$ cat src/rtl/orb_temp_reader.sv
// orb_temp_reader: picks the packed temperature word out of an ORB frame
// group, reads it from frame RAM and unpacks it.
module orb_temp_reader #(
  parameter logic [10:0] TEMP_ADDR = 11'd831,
  parameter int          RD_LAT    = 2,
  parameter int          QUAL      = 4
) (
  input  logic        clk,
  input  logic        rst,
  input  logic        strob,
  input  logic        SW,
  input  logic [10:0] frameAddr,
  input  logic [11:0] rdData,
  output logic        RE,
  output logic [10:0] rdAddr,
  output logic [9:0]  tempOut,
  output logic        tempValid,
  output logic        fmtErr,
  output logic [4:0]  wordCnt
);

  localparam logic [1:0] QMAX = 2'(QUAL - 1);
  localparam logic [2:0] LMAX = 3'(RD_LAT - 2);
  localparam logic [4:0] LAST = 5'd17;

  typedef enum logic [2:0] {
    S_IDLE,
    S_QUALIFY,
    S_READ,
    S_LAT,
    S_CAPTURE,
    S_WAIT
  } state_t;

  state_t     state;
  logic [1:0] strob_sync;
  logic [1:0] sw_sync;
  logic       sw_prev;
  logic [1:0] qual_cnt;
  logic [2:0] lat_cnt;
  logic       strob_s;
  logic       sw_edge;
  logic       qual_hit;

  assign strob_s = strob_sync[1];
  assign sw_edge = sw_sync[1] ^ sw_prev;

  // Strobe has stayed high long enough to count as a word strobe
  always_comb begin
    qual_hit = 1'b0;
    if (state == S_QUALIFY && strob_s && qual_cnt == QMAX)
      qual_hit = 1'b1;
  end

  // Two-flop synchronizers for the asynchronous strobe and group switch
  always_ff @(posedge clk or posedge rst) begin
    if (rst) begin
      strob_sync <= '0;
      sw_sync    <= '0;
      sw_prev    <= 1'b0;
    end else begin
      strob_sync <= {strob_sync[0], strob};
      sw_sync    <= {sw_sync[0], SW};
      sw_prev    <= sw_sync[1];
    end
  end

  // Word counter: group switch restarts it, qualified strobes advance it
  always_ff @(posedge clk or posedge rst) begin
    if (rst) begin
      wordCnt <= '0;
    end else if (sw_edge) begin
      wordCnt <= '0;
    end else if (qual_hit) begin
      wordCnt <= (wordCnt == LAST) ? 5'd0 : wordCnt + 5'd1;
    end
  end

  // Strobe qualification, RAM read sequencing and capture
  always_ff @(posedge clk or posedge rst) begin
    if (rst) begin
      state     <= S_IDLE;
      RE        <= 1'b0;
      rdAddr    <= '0;
      tempOut   <= '0;
      tempValid <= 1'b0;
      fmtErr    <= 1'b0;
      qual_cnt  <= '0;
      lat_cnt   <= '0;
    end else begin
      RE        <= 1'b0;
      tempValid <= 1'b0;
      unique case (state)
        S_IDLE: begin
          if (strob_s) begin
            state    <= S_QUALIFY;
            qual_cnt <= '0;
          end
        end
        S_QUALIFY: begin
          if (!strob_s) begin
            state <= S_IDLE;
          end else if (qual_cnt == QMAX) begin
            if (wordCnt == LAST && frameAddr == TEMP_ADDR) begin
              state  <= S_READ;
              RE     <= 1'b1;
              rdAddr <= TEMP_ADDR;
            end else begin
              state <= S_WAIT;
            end
          end else begin
            qual_cnt <= qual_cnt + 2'd1;
          end
        end
        S_READ: begin
          lat_cnt <= '0;
          state   <= (RD_LAT == 1) ? S_CAPTURE : S_LAT;
        end
        S_LAT: begin
          if (lat_cnt == LMAX)
            state <= S_CAPTURE;
          else
            lat_cnt <= lat_cnt + 3'd1;
        end
        S_CAPTURE: begin
          tempOut   <= rdData[10:1];
          tempValid <= 1'b1;
          fmtErr    <= fmtErr | rdData[11] | rdData[0];
          state     <= S_WAIT;
        end
        S_WAIT: begin
          if (!strob_s) begin
            state  <= S_IDLE;
            rdAddr <= '0;
          end
        end
        default: state <= S_IDLE;
      endcase
    end
  end

endmodule

$ cat config.mk
export PLATFORM = sky130hd
export DESIGN_NAME = orb_temp_reader
export DESIGN_NICKNAME = d
export VERILOG_FILES = /design/src/rtl/orb_temp_reader.sv
export SDC_FILE = /design/constraint.sdc
export NUM_CORES = 1
export LEC_CHECK = 0
export ABC_CLOCK_PERIOD_IN_PS = 2400
export BUFFER_PORTS_ARGS = -buffer_cell sky130_fd_sc_hd__buf_4
export CORE_ASPECT_RATIO = 1.25
export CORE_MARGIN = 2
export CORE_UTILIZATION = 46
export DETAILED_ROUTE_END_ITERATION = 10
export MAX_ROUTING_LAYER = met4
export PLACE_DENSITY_LB_ADDON = 0.08
export SLEW_MARGIN = 0
export SYNTH_ARGS = -nofsm -noshare
export SYNTH_HDL_FRONTEND = slang
export SYNTH_SLANG_ARGS = --single-unit
$ cat constraint.sdc
create_clock -name clk -period 2.4 [get_ports clk]
set_clock_uncertainty 0.2 [all_clocks]
set_input_delay 0 -clock clk [delete_from_list [all_inputs] [get_ports clk]]
set_output_delay 0 -clock clk [all_outputs]
set_load 0.02 [all_outputs]
==> flow_metrics.py, run 1 <==
metrics = {
    "synth": {
        "avgSynthCellArea_sq_um": 11.2,
        "synthesis.area_sq_um": 1520,
        "ys_types": 39,
        "ys_top_cells_by_area": "dfrtp_1 (53%), mux2_1 (6.7%), buf_4 (4.9%)",
        "synth-edff-count": 0,
        "synthCells": 136,
        "yosys_warnings": 0,
        "async_flop_share": 1.00,
        "ys_ff_latch": 32,
        "yosys.area.top_type": "dfrtp_1",
        "synth.most_common_cell": "dfrtp_1",
        "netlist.area_leader.share": 0.526,
        "yosys-top-cells-count": "dfrtp_1 (32), nand2_1 (14), buf_4 (10)",
        "synth_seq_area_share": 0.526,
        "ys.flop_type": "dfrtp_1",
    },
    "clock_network": {
        "clk_pin_slew_ns": 0.06,
        "clock_path_buffers": 2,
        "cts_root_buffer": "clkbuf_8",
        "cts_tree": "built",
        "ctsResizeCount": 0,
        "numCtsBuffers": 5,
        "clock-sinks": 32,
        "cts_htree_levels": 2,
        "clk_latency_ns": 0.29,
    },
    "floorplan": {
        "die_h_microns": 68.3,
        "die_area_sq_um": 3790,
        "rows": 23,
        "start_util": 0.477,
        "core_sq_um": 3190,
        "io-pin-count": 56,
        "die_x_microns": 55.5,
    },
    "routing": {
        "via_per_inst": 5.13,
        "ant_nets": 0,
        "via_count": 1246,
        "drt-initial-drc-count": 28,
        "routedWlPerCell_microns": 12.7,
        "drcViolationCount": 0,
        "routed_wl_mm": 3.09,
        "drt-pass1-iter-count": 4,
    },
    "setup_path": {
        "required_ns": 2.35,
        "path_class": "in2reg",
        "crit_family": "buffers and inverters",
        "worstPathArrival_ns": 2.04,
        "path_buf_inv": 3,
        "startpoint_type": "input port",
        "cp_cell_sequence": "dlygate4sd3_1 > buf_4 > nand3b_1 > dlygate4sd3_1 > or4_1 > a21oi_1 > o32ai_1",
        "crit_fanout": 3,
        "critPathCaptureType": "register",
        "critPathMaxStageDelay_ns": 0.54,
        "slowest_stage": "dlygate4sd3_1",
        "crit_top_cell": "dlygate4sd3_1",
    },
    "power_and_ir_drop": {
        "power.total_uw": 1870,
        "power_density_nw_per_um2": 863,
        "leakage_uw": 0.00106,
        "peakVddDrop_mv": 0.861,
    },
    "layout": {
        "fillCellCount": 245,
        "area_growth_pct": 42.5,
        "final_cell_count_no_fill": 243,
        "final_nets": 237,
        "antenna-diode-count": 0,
        "fin_util": 0.679,
        "drive_gt1_frac": 0.316,
    },
    "global_routing": {
        "grt_pass1_vias": 1224,
        "antenna_found_initial": 0,
        "grt_pass1_wl_mm": 5.26,
        "grt_max_degree": 33,
        "grtUsageTotal": 0.193,
        "overflow": 0,
    },
    "placement": {
        "portBuffers": 52,
        "hpwl_mm": 2.20,
        "dp_cells": 217,
        "routabilityCongestion": 0.811,
    },
    "sta": {
        "period_minus_slack_ns": 2.08,
        "max_freq_ghz": 0.480,
        "setup_tns_ns": 0,
        "drv_slew": 0,
        "period_share": 0.868,
        "whs_ns": 0.0112,
        "grt_setup_unrepaired": "no",
        "hold_violations": 0,
        "finalSetupViolations": 0,
    },
    "run_status": {
        "outcome": "complete, no violations",
    },
    "min_path": {
        "holdCritPathClass": "in2reg",
    },
    "flow_run": {
        "drv_cap": 0,
    },
}
[cell families (layout without fill, tap and decap cells)]
| logic type | count (synthesis) | in the layout | share of synthesized area |
|---|---|---|---|
| AO/OA/AOI/OAI | 22 | 22 | 0.104 |
| XOR/XNOR | 2 | 2 | 0.0115 |
| adder cells (fa/ha/maj) | 5 | 5 | 0.0411 |
| buffers and inverters | 21 | 89 | 0.0781 |
| flip-flops | 32 | 32 | 0.526 |
| multiplexers | 10 | 10 | 0.0740 |
| other | 1 | 3 | 0.00246 |
| AND/OR/NAND/NOR | 43 | 43 | 0.164 |
[registers in the layout (all words and copies together) (netlist names)]
register	cells
tempValid	1
sw_prev	1
RE	1
lat_cnt	3
tempOut	10
qual_cnt	2
sw_sync	2
strob_sync	2
fmtErr	1
rdAddr	1
state	3
wordCnt	5
[layer usage]
| metal | GRT usage | vias up | share of wire |
|---|---|---|---|
| li1 | - | 603 | - |
| met1 | 0.186 | 585 | 0.39 |
| met2 | 0.347 | 50 | 0.52 |
| met3 | 0.0624 | 8 | 0.066 |
| met4 | 0.104 | 0 | 0.028 |
| met5 | - | - | 0 |
[final timing paths]
path / startpoint / endpoint / slack [ns] / cells past startpoint
worst min-delay path: frameAddr[2] / state[0]$_DFFE_PP0P_ / 0.01 / 4
min in group asynchronous: rst / sw_sync[1]$_DFF_PP0_ / 0.15 / 4
worst max register to register: state[1]$_DFFE_PP0P_ / fmtErr$_DFFE_PP0P_ / 0.36 / 6
max in group asynchronous: rst / state[1]$_DFFE_PP0P_ / 1.56 / 4
worst max-delay path: frameAddr[10] / state[2]$_DFFE_PP0P_ / 0.32 / 7
worst min register to register: strob_sync[0]$_DFF_PP0_ / strob_sync[1]$_DFF_PP0_ / 0.15 / 0
[tightest hold or removal path: stages]
cell and delay [ns]:
buf_4 0.11, nand4_1 0.07, or4_1 0.14, a22o_1 0.14
[what timing repair did]
| action | in CTS | in global routing |
|---|---|---|
| hold buffers | 18 | 0 |
| endpoints found under the setup margin | 0 | 0 |
| endpoints found under the hold margin | 46 | 0 |
| buffers inserted | 0 | 0 |
[cell type report]
cell class                 count  area, sq um  area share
sequential                    32          801       0.369
inverter                       8         30.0      0.0138
clock buffer                   6         72.6      0.0334
multi-input combinational     85          611       0.281
clock inverter                 2         16.3     0.00750
timing repair buffer          73          593       0.273
tap                           37         46.3      0.0213
[per-stage QoR]
stage | worst slack (ns) | instance area (sq um)
after floorplan | 0.515 | 1530
after global placement | 0.554 | 1900
after detailed placement | 0.480 | 1900
after CTS | 0.303 | 2170
after global routing | 0.241 | 2170
final | 0.317 | 2170
[report_power, final]
| part | switching (uW) | total, uW | internal (uW) |
|---|---|---|---|
| sequential | 111 | 788 | 676 |
| combinational | 345 | 679 | 334 |
| clock | 201 | 406 | 206 |
[placed cells by master, fill, tap and decap left out, drive strengths merged, types with 3 or more instances in the layout]
master / count
nand3: 4
inv: 8
conb: 3
nor2b: 3
dfrtp: 32
o21ai: 5
ha: 5
nor2: 4
nand2: 14
dlygate4sd3: 18
mux2: 10
buf: 55
nand2b: 5
or4: 3
clkbuf: 6
(Power assumes the default switching activity.)
==> inputs of run 2 (changes only) <==
==> constraint.sdc (replaced) <==
create_clock -name clk -period 2.4 [get_ports clk]
set_clock_uncertainty 0.2 [all_clocks]
set_input_delay 0.12 -clock clk [delete_from_list [all_inputs] [get_ports clk]]
set_output_delay 0.12 -clock clk [all_outputs]
set_load 0.02 [all_outputs]
==> run 2 against run 1 <==
Design area is 1.4% lower. Flip-flop and latch count stayed put. Total power is 0.30% lower. Highest routed layer unchanged.
==> flow_metrics.py, run 2 (synthesis gave the netlist of run 1 again) <==
metrics = {
    "placement": {
        "portBuffers": 52,
        "hpwl_mm": 2.20,
        "dp_cells": 217,
        "routabilityCongestion": 0.811,
        "pre_cts_ws_ns": 0.480,
    },
    "power_and_ir_drop": {
        "swShare": 0.350,
        "p_clk_frac": 0.217,
        "power.internal_uw": 1210,
        "p_seq_frac": 0.421,
        "p_sw_uw": 654,
        "power_density_nw_per_um2": 873,
        "leakage_uw": 0.00105,
        "combPwrFrac": 0.362,
        "peakVddDrop_mv": 0.853,
    },
    "floorplan": {
        "die_area_sq_um": 3790,
        "io-pin-count": 56,
        "start_util": 0.477,
        "die_h_microns": 68.3,
        "core_sq_um": 3190,
        "rows": 23,
        "die_x_microns": 55.5,
    },
    "clock_network": {
        "clk_latency_ns": 0.29,
        "clock_path_buffers": 2,
        "cts_root_buffer": "clkbuf_8",
        "cts_htree_levels": 2,
        "clk_pin_slew_ns": 0.06,
        "cts_tree": "built",
        "clock-sinks": 32,
        "numCtsBuffers": 5,
        "post-cts-setup-buffers": 0,
    },
    "routing": {
        "drt-initial-drc-count": 25,
        "ant_nets": 0,
        "routed_wl_mm": 3.03,
        "drt-pass1-iter-count": 4,
        "routedWlPerCell_microns": 12.6,
        "drcViolationCount": 0,
        "via_count": 1243,
        "via_per_inst": 5.18,
    },
    "layout": {
        "reg_top3": "tempOut: 10 flops, wordCnt: 5 flops",
        "regMostFlops": "tempOut",
        "largest_register_ffs": 10,
        "drive_gt1_frac": 0.320,
        "fin_util": 0.670,
        "final_nets": 234,
        "final_common_cell": "buf_4",
        "final_cell_count_no_fill": 240,
        "antenna-diode-count": 0,
        "area_growth_pct": 40.5,
        "mostFrequentLayoutCells": "buf_4 (55), dfrtp_1 (32), dlygate4sd3_1 (15)",
    },
    "min_path": {
        "min_from": "frameAddr[10]",
        "min_to": "state[0]$_DFFE_PP0P_",
        "holdCritPathClass": "in2reg",
        "holdPathStages": 4,
    },
    "setup_path": {
        "path_class": "reg2reg",
        "critPathCaptureType": "register",
        "slowest_stage": "dlygate4sd3_1",
        "crit_fanout": 12,
        "startpoint": "state[1]$_DFFE_PP0P_",
        "rr_endpoint": "fmtErr$_DFFE_PP0P_",
        "critPathMaxStageDelay_ns": 0.56,
        "startpoint_type": "register",
        "r2r_start": "state[1]$_DFFE_PP0P_",
        "worstPathArrival_ns": 2.07,
        "r2r_cells": 6,
        "required_ns": 2.43,
        "reg2reg_setup_slack_ns": 0.36,
        "cp_cell_sequence": "nand2b_1 > nor2_1 > buf_4 > o21ai_0 > dlygate4sd3_1 > nand2b_1",
        "crit_top_cell": "nand2b_1",
    },
    "global_routing": {
        "overflow": 0,
        "grt_max_degree": 33,
        "grtUsageTotal": 0.190,
        "grt_pass1_wl_mm": 5.19,
        "antenna_found_initial": 0,
        "grt_pass1_vias": 1224,
    },
    "sta": {
        "hold_violations": 0,
        "period_share": 0.850,
        "drv_slew": 0,
        "grt_setup_unrepaired": "no",
        "max_freq_ghz": 0.490,
        "worst_slack_ns": 0.360,
        "finalSetupViolations": 0,
        "setup_tns_ns": 0,
        "period_minus_slack_ns": 2.04,
    },
    "run_status": {
        "outcome": "complete, no violations",
    },
    "flow_run": {
        "drv_cap": 0,
    },
}
-- run 2: worst max path at each step --
stage                                      end  slack (ns)  cells past startpoint
final                       fmtErr$_DFFE_PP0P_        0.36                      6
after global placement    state[2]$_DFFE_PP0P_        0.55                      6
after detailed placement  state[2]$_DFFE_PP0P_        0.48                      6
after global routing        fmtErr$_DFFE_PP0P_        0.24                      6
after floorplan           state[2]$_DFFE_PP0P_        0.51                      5
after CTS                   fmtErr$_DFFE_PP0P_        0.34                      6
-- run 2: layout make-up --
type,instances,area [sq um]
clock inverter,2,16.3
fill,244,1050
clock buffer,6,72.6
inverter,8,30.0
timing repair buffer,70,563
tap,37,46.3
multi-input combinational,85,611
sequential,32,801
-- run 2: what timing repair did --
action                                 in CTS  in global routing
setup endpoints to repair                   0                  0
endpoints found under the hold margin      45                  0
hold buffers                               15                  0
gates resized for setup                     0                  0
-- run 2: per-stage QoR --
stage | instance area, sq um | total power, uW | hold WS (ns)
after floorplan | 1530 | 1200 | -0.0486
final | 2140 | 1870 | 0.0977
after CTS | 2140 | 1890 | 0.0997
after global routing | 2140 | 1990 | 0.129
after global placement | 1900 | 1430 | 0.0272
after detailed placement | 1900 | 1450 | 0.0307
-- run 2: worst max-delay path, delay by kind of cell, from the launching register on --
family / cells / cell delay [ns]
AND/OR/NAND/NOR: 3 / 0.42
flip-flops: 1 / 0.48
AO/OA/AOI/OAI: 1 / 0.11
buffers and inverters: 2 / 0.77
-- run 2: power by group through the flow --
stage | Combinational [uW] | Sequential [uW] | Clock [uW]
6_report | 676 | 787 | 405
4_1_cts | 683 | 788 | 418
3_3_place_gp | 644 | 789 | 0
5_1_grt | 737 | 808 | 445
2_1_floorplan | 307 | 891 | 0
3_5_place_dp | 657 | 795 | 0
-- run 2: metal layers --
layer  wire [microns]  part of all wire  up-vias  GRT usage
met5                0                 0        -          -
met4               91             0.030        0      0.104
met3              223             0.074        8     0.0662
met2             1590              0.52       49      0.345
met1             1130              0.37      589      0.177
li1                 -                 -      597          -
==> inputs of run 3 (changes only) <==
- CORE_MARGIN: 2 -> not set
- RECOVER_POWER: not set -> 100
==> run 3 against run 2 <==
Wire length up 0.73%. Fmax is 0.21% lower. Non-clock buffer count unchanged. Clock power increased by 2%. Hold slack got worse by 0.00054 ns. Sequential power decreased by 0.5%. Critical path depth did not move. First-iteration DRC count down 20%. Flip-flop and latch count did not move. Sequential share of layout area rose by 2.0 points. Highest routed layer unchanged.
==> flow_metrics.py, run 3 (synthesis gave the netlist of run 1 again) <==
metrics = {
    "run_status": {
        "outcome": "complete, no violations",
    },
    "layout": {
        "final_cell_count_no_fill": 240,
        "fillCellCount": 292,
        "regMostFlops": "tempOut",
        "area_growth_pct": 33.4,
        "reg_top3": "tempOut: 10 flops, wordCnt: 5 flops",
        "seq_area_sq_um": 801,
        "largest_register_ffs": 10,
        "final_area_sq_um": 2030,
        "drive_gt1_frac": 0.177,
        "mostFrequentLayoutCells": "dfrtp_1 (32), clkbuf_1 (29), buf_4 (24)",
        "final_common_cell": "dfrtp_1",
        "multi_input_area_sq_um": 604,
        "final_nets": 234,
        "antenna-diode-count": 0,
    },
    "routing": {
        "routedWlPerCell_microns": 12.7,
        "routed_wl_mm": 3.05,
        "drt-initial-drc-count": 20,
        "drcViolationCount": 0,
        "drt-pass1-iter-count": 4,
        "ant_nets": 0,
        "via_per_inst": 5.23,
        "via_count": 1255,
    },
    "clock_network": {
        "clock_path_buffers": 2,
        "clock-sinks": 32,
        "numCtsBuffers": 5,
        "cts_root_buffer": "clkbuf_8",
        "clk_latency_ns": 0.28,
        "post-cts-setup-buffers": 0,
        "clk_pin_slew_ns": 0.06,
        "cts_htree_levels": 2,
        "cts_tree": "built",
    },
    "global_routing": {
        "overflow": 0,
        "antenna_found_initial": 0,
        "grt_max_degree": 33,
        "grtUsageTotal": 0.210,
        "grt_pass1_wl_mm": 5.04,
        "grt_pass1_vias": 1167,
    },
    "power_and_ir_drop": {
        "power.total_uw": 1770,
        "leakage_uw": 0.000943,
        "power_density_nw_per_um2": 871,
        "peakVddDrop_mv": 0.539,
    },
    "setup_path": {
        "reg2reg_setup_slack_ns": 0.36,
        "crit_fanout": 12,
        "cp_cell_sequence": "nand2b_1 > nor2_1 > buf_4 > o21ai_0 > dlygate4sd3_1 > nand2b_1",
        "r2r_cells": 6,
        "rr_endpoint": "fmtErr$_DFFE_PP0P_",
        "startpoint_type": "register",
        "worstPathArrival_ns": 2.06,
        "critPathMaxStageDelay_ns": 0.56,
        "slowest_stage": "dlygate4sd3_1",
        "path_class": "reg2reg",
        "required_ns": 2.42,
        "r2r_start": "state[1]$_DFFE_PP0P_",
        "crit_top_cell": "nand2b_1",
        "critPathCaptureType": "register",
    },
    "min_path": {
        "min_from": "frameAddr[1]",
        "holdCritPathClass": "in2reg",
        "holdPathStages": 4,
        "min_to": "state[0]$_DFFE_PP0P_",
    },
    "sta": {
        "tightest_slew_ns": 0.793,
        "period_minus_slack_ns": 2.04,
        "whs_ns": 0.0971,
        "hold_violations": 0,
        "finalSetupViolations": 0,
        "max_freq_ghz": 0.489,
        "max_slew_margin": 0.471,
        "period_share": 0.852,
        "grt_setup_unrepaired": "no",
        "setup_tns_ns": 0,
        "drv_slew": 0,
    },
    "floorplan": {
        "die_area_sq_um": 3550,
        "die_h_microns": 66.3,
        "io-pin-count": 56,
        "rows": 23,
        "start_util": 0.477,
        "core_sq_um": 3190,
        "die_x_microns": 53.5,
    },
    "placement": {
        "dp_cells": 217,
        "portBuffers": 52,
        "place_area_sq_um": 1900,
        "hpwl_mm": 2.14,
        "routabilityCongestion": 0.767,
    },
    "flow_run": {
        "drv_cap": 0,
    },
}
[run 3: metrics by stage]
stage / util / worst slack, ns
finish: 0.636 / 0.356
global placement: 0.595 / 0.546
detailed placement: 0.595 / 0.444
global route: 0.636 / 0.208
floorplan: - / 0.515
CTS: 0.670 / 0.343
[run 3: worst max-delay path by stage]
stage	startpoint	to	slack, ns	depth (start not counted)
after floorplan	wordCnt[0]$_DFFE_PP0P_	state[2]$_DFFE_PP0P_	0.51	5
after global routing	state[1]$_DFFE_PP0P_	fmtErr$_DFFE_PP0P_	0.21	6
final	state[1]$_DFFE_PP0P_	fmtErr$_DFFE_PP0P_	0.36	6
after CTS	state[1]$_DFFE_PP0P_	fmtErr$_DFFE_PP0P_	0.34	6
after detailed placement	wordCnt[1]$_DFFE_PP0P_	state[2]$_DFFE_PP0P_	0.44	6
after global placement	wordCnt[1]$_DFFE_PP0P_	state[2]$_DFFE_PP0P_	0.55	6
[run 3: cell type report]
type / instances / share of cell area
clock buffer: 8 / 0.0444
inverter: 8 / 0.0148
multi-input combinational: 85 / 0.298
sequential: 32 / 0.394
tap: 37 / 0.0228
timing repair buffer: 70 / 0.226
[run 3: per-layer routing]
metal  GRT usage  up-vias  part of all wire
li1            -      593                 -
met1       0.205      601              0.36
met2       0.364       54              0.54
met3      0.0667        7             0.075
met4      0.0987        0             0.024
met5           -        -                 0
[run 3: where the power goes]
part,leakage [uW],switching (uW),internal (uW)
logic,0.000495,341,231
clock network,0.0000455,181,233
registers,0.000402,107,677
[run 3: worst max-delay path, delay by kind of cell, from the launching register on]
kind | cells | cell delay, ns
AOI/OAI and AO/OA | 1 | 0.11
buffers and inverters | 2 | 0.77
DFF | 1 | 0.49
and+or+nand+nor | 3 | 0.41
[run 3: timing repair]
item	4_1_cts	5_1_grt
gates resized for setup	0	0
hold buffers	15	0
hold endpoints to repair	45	0
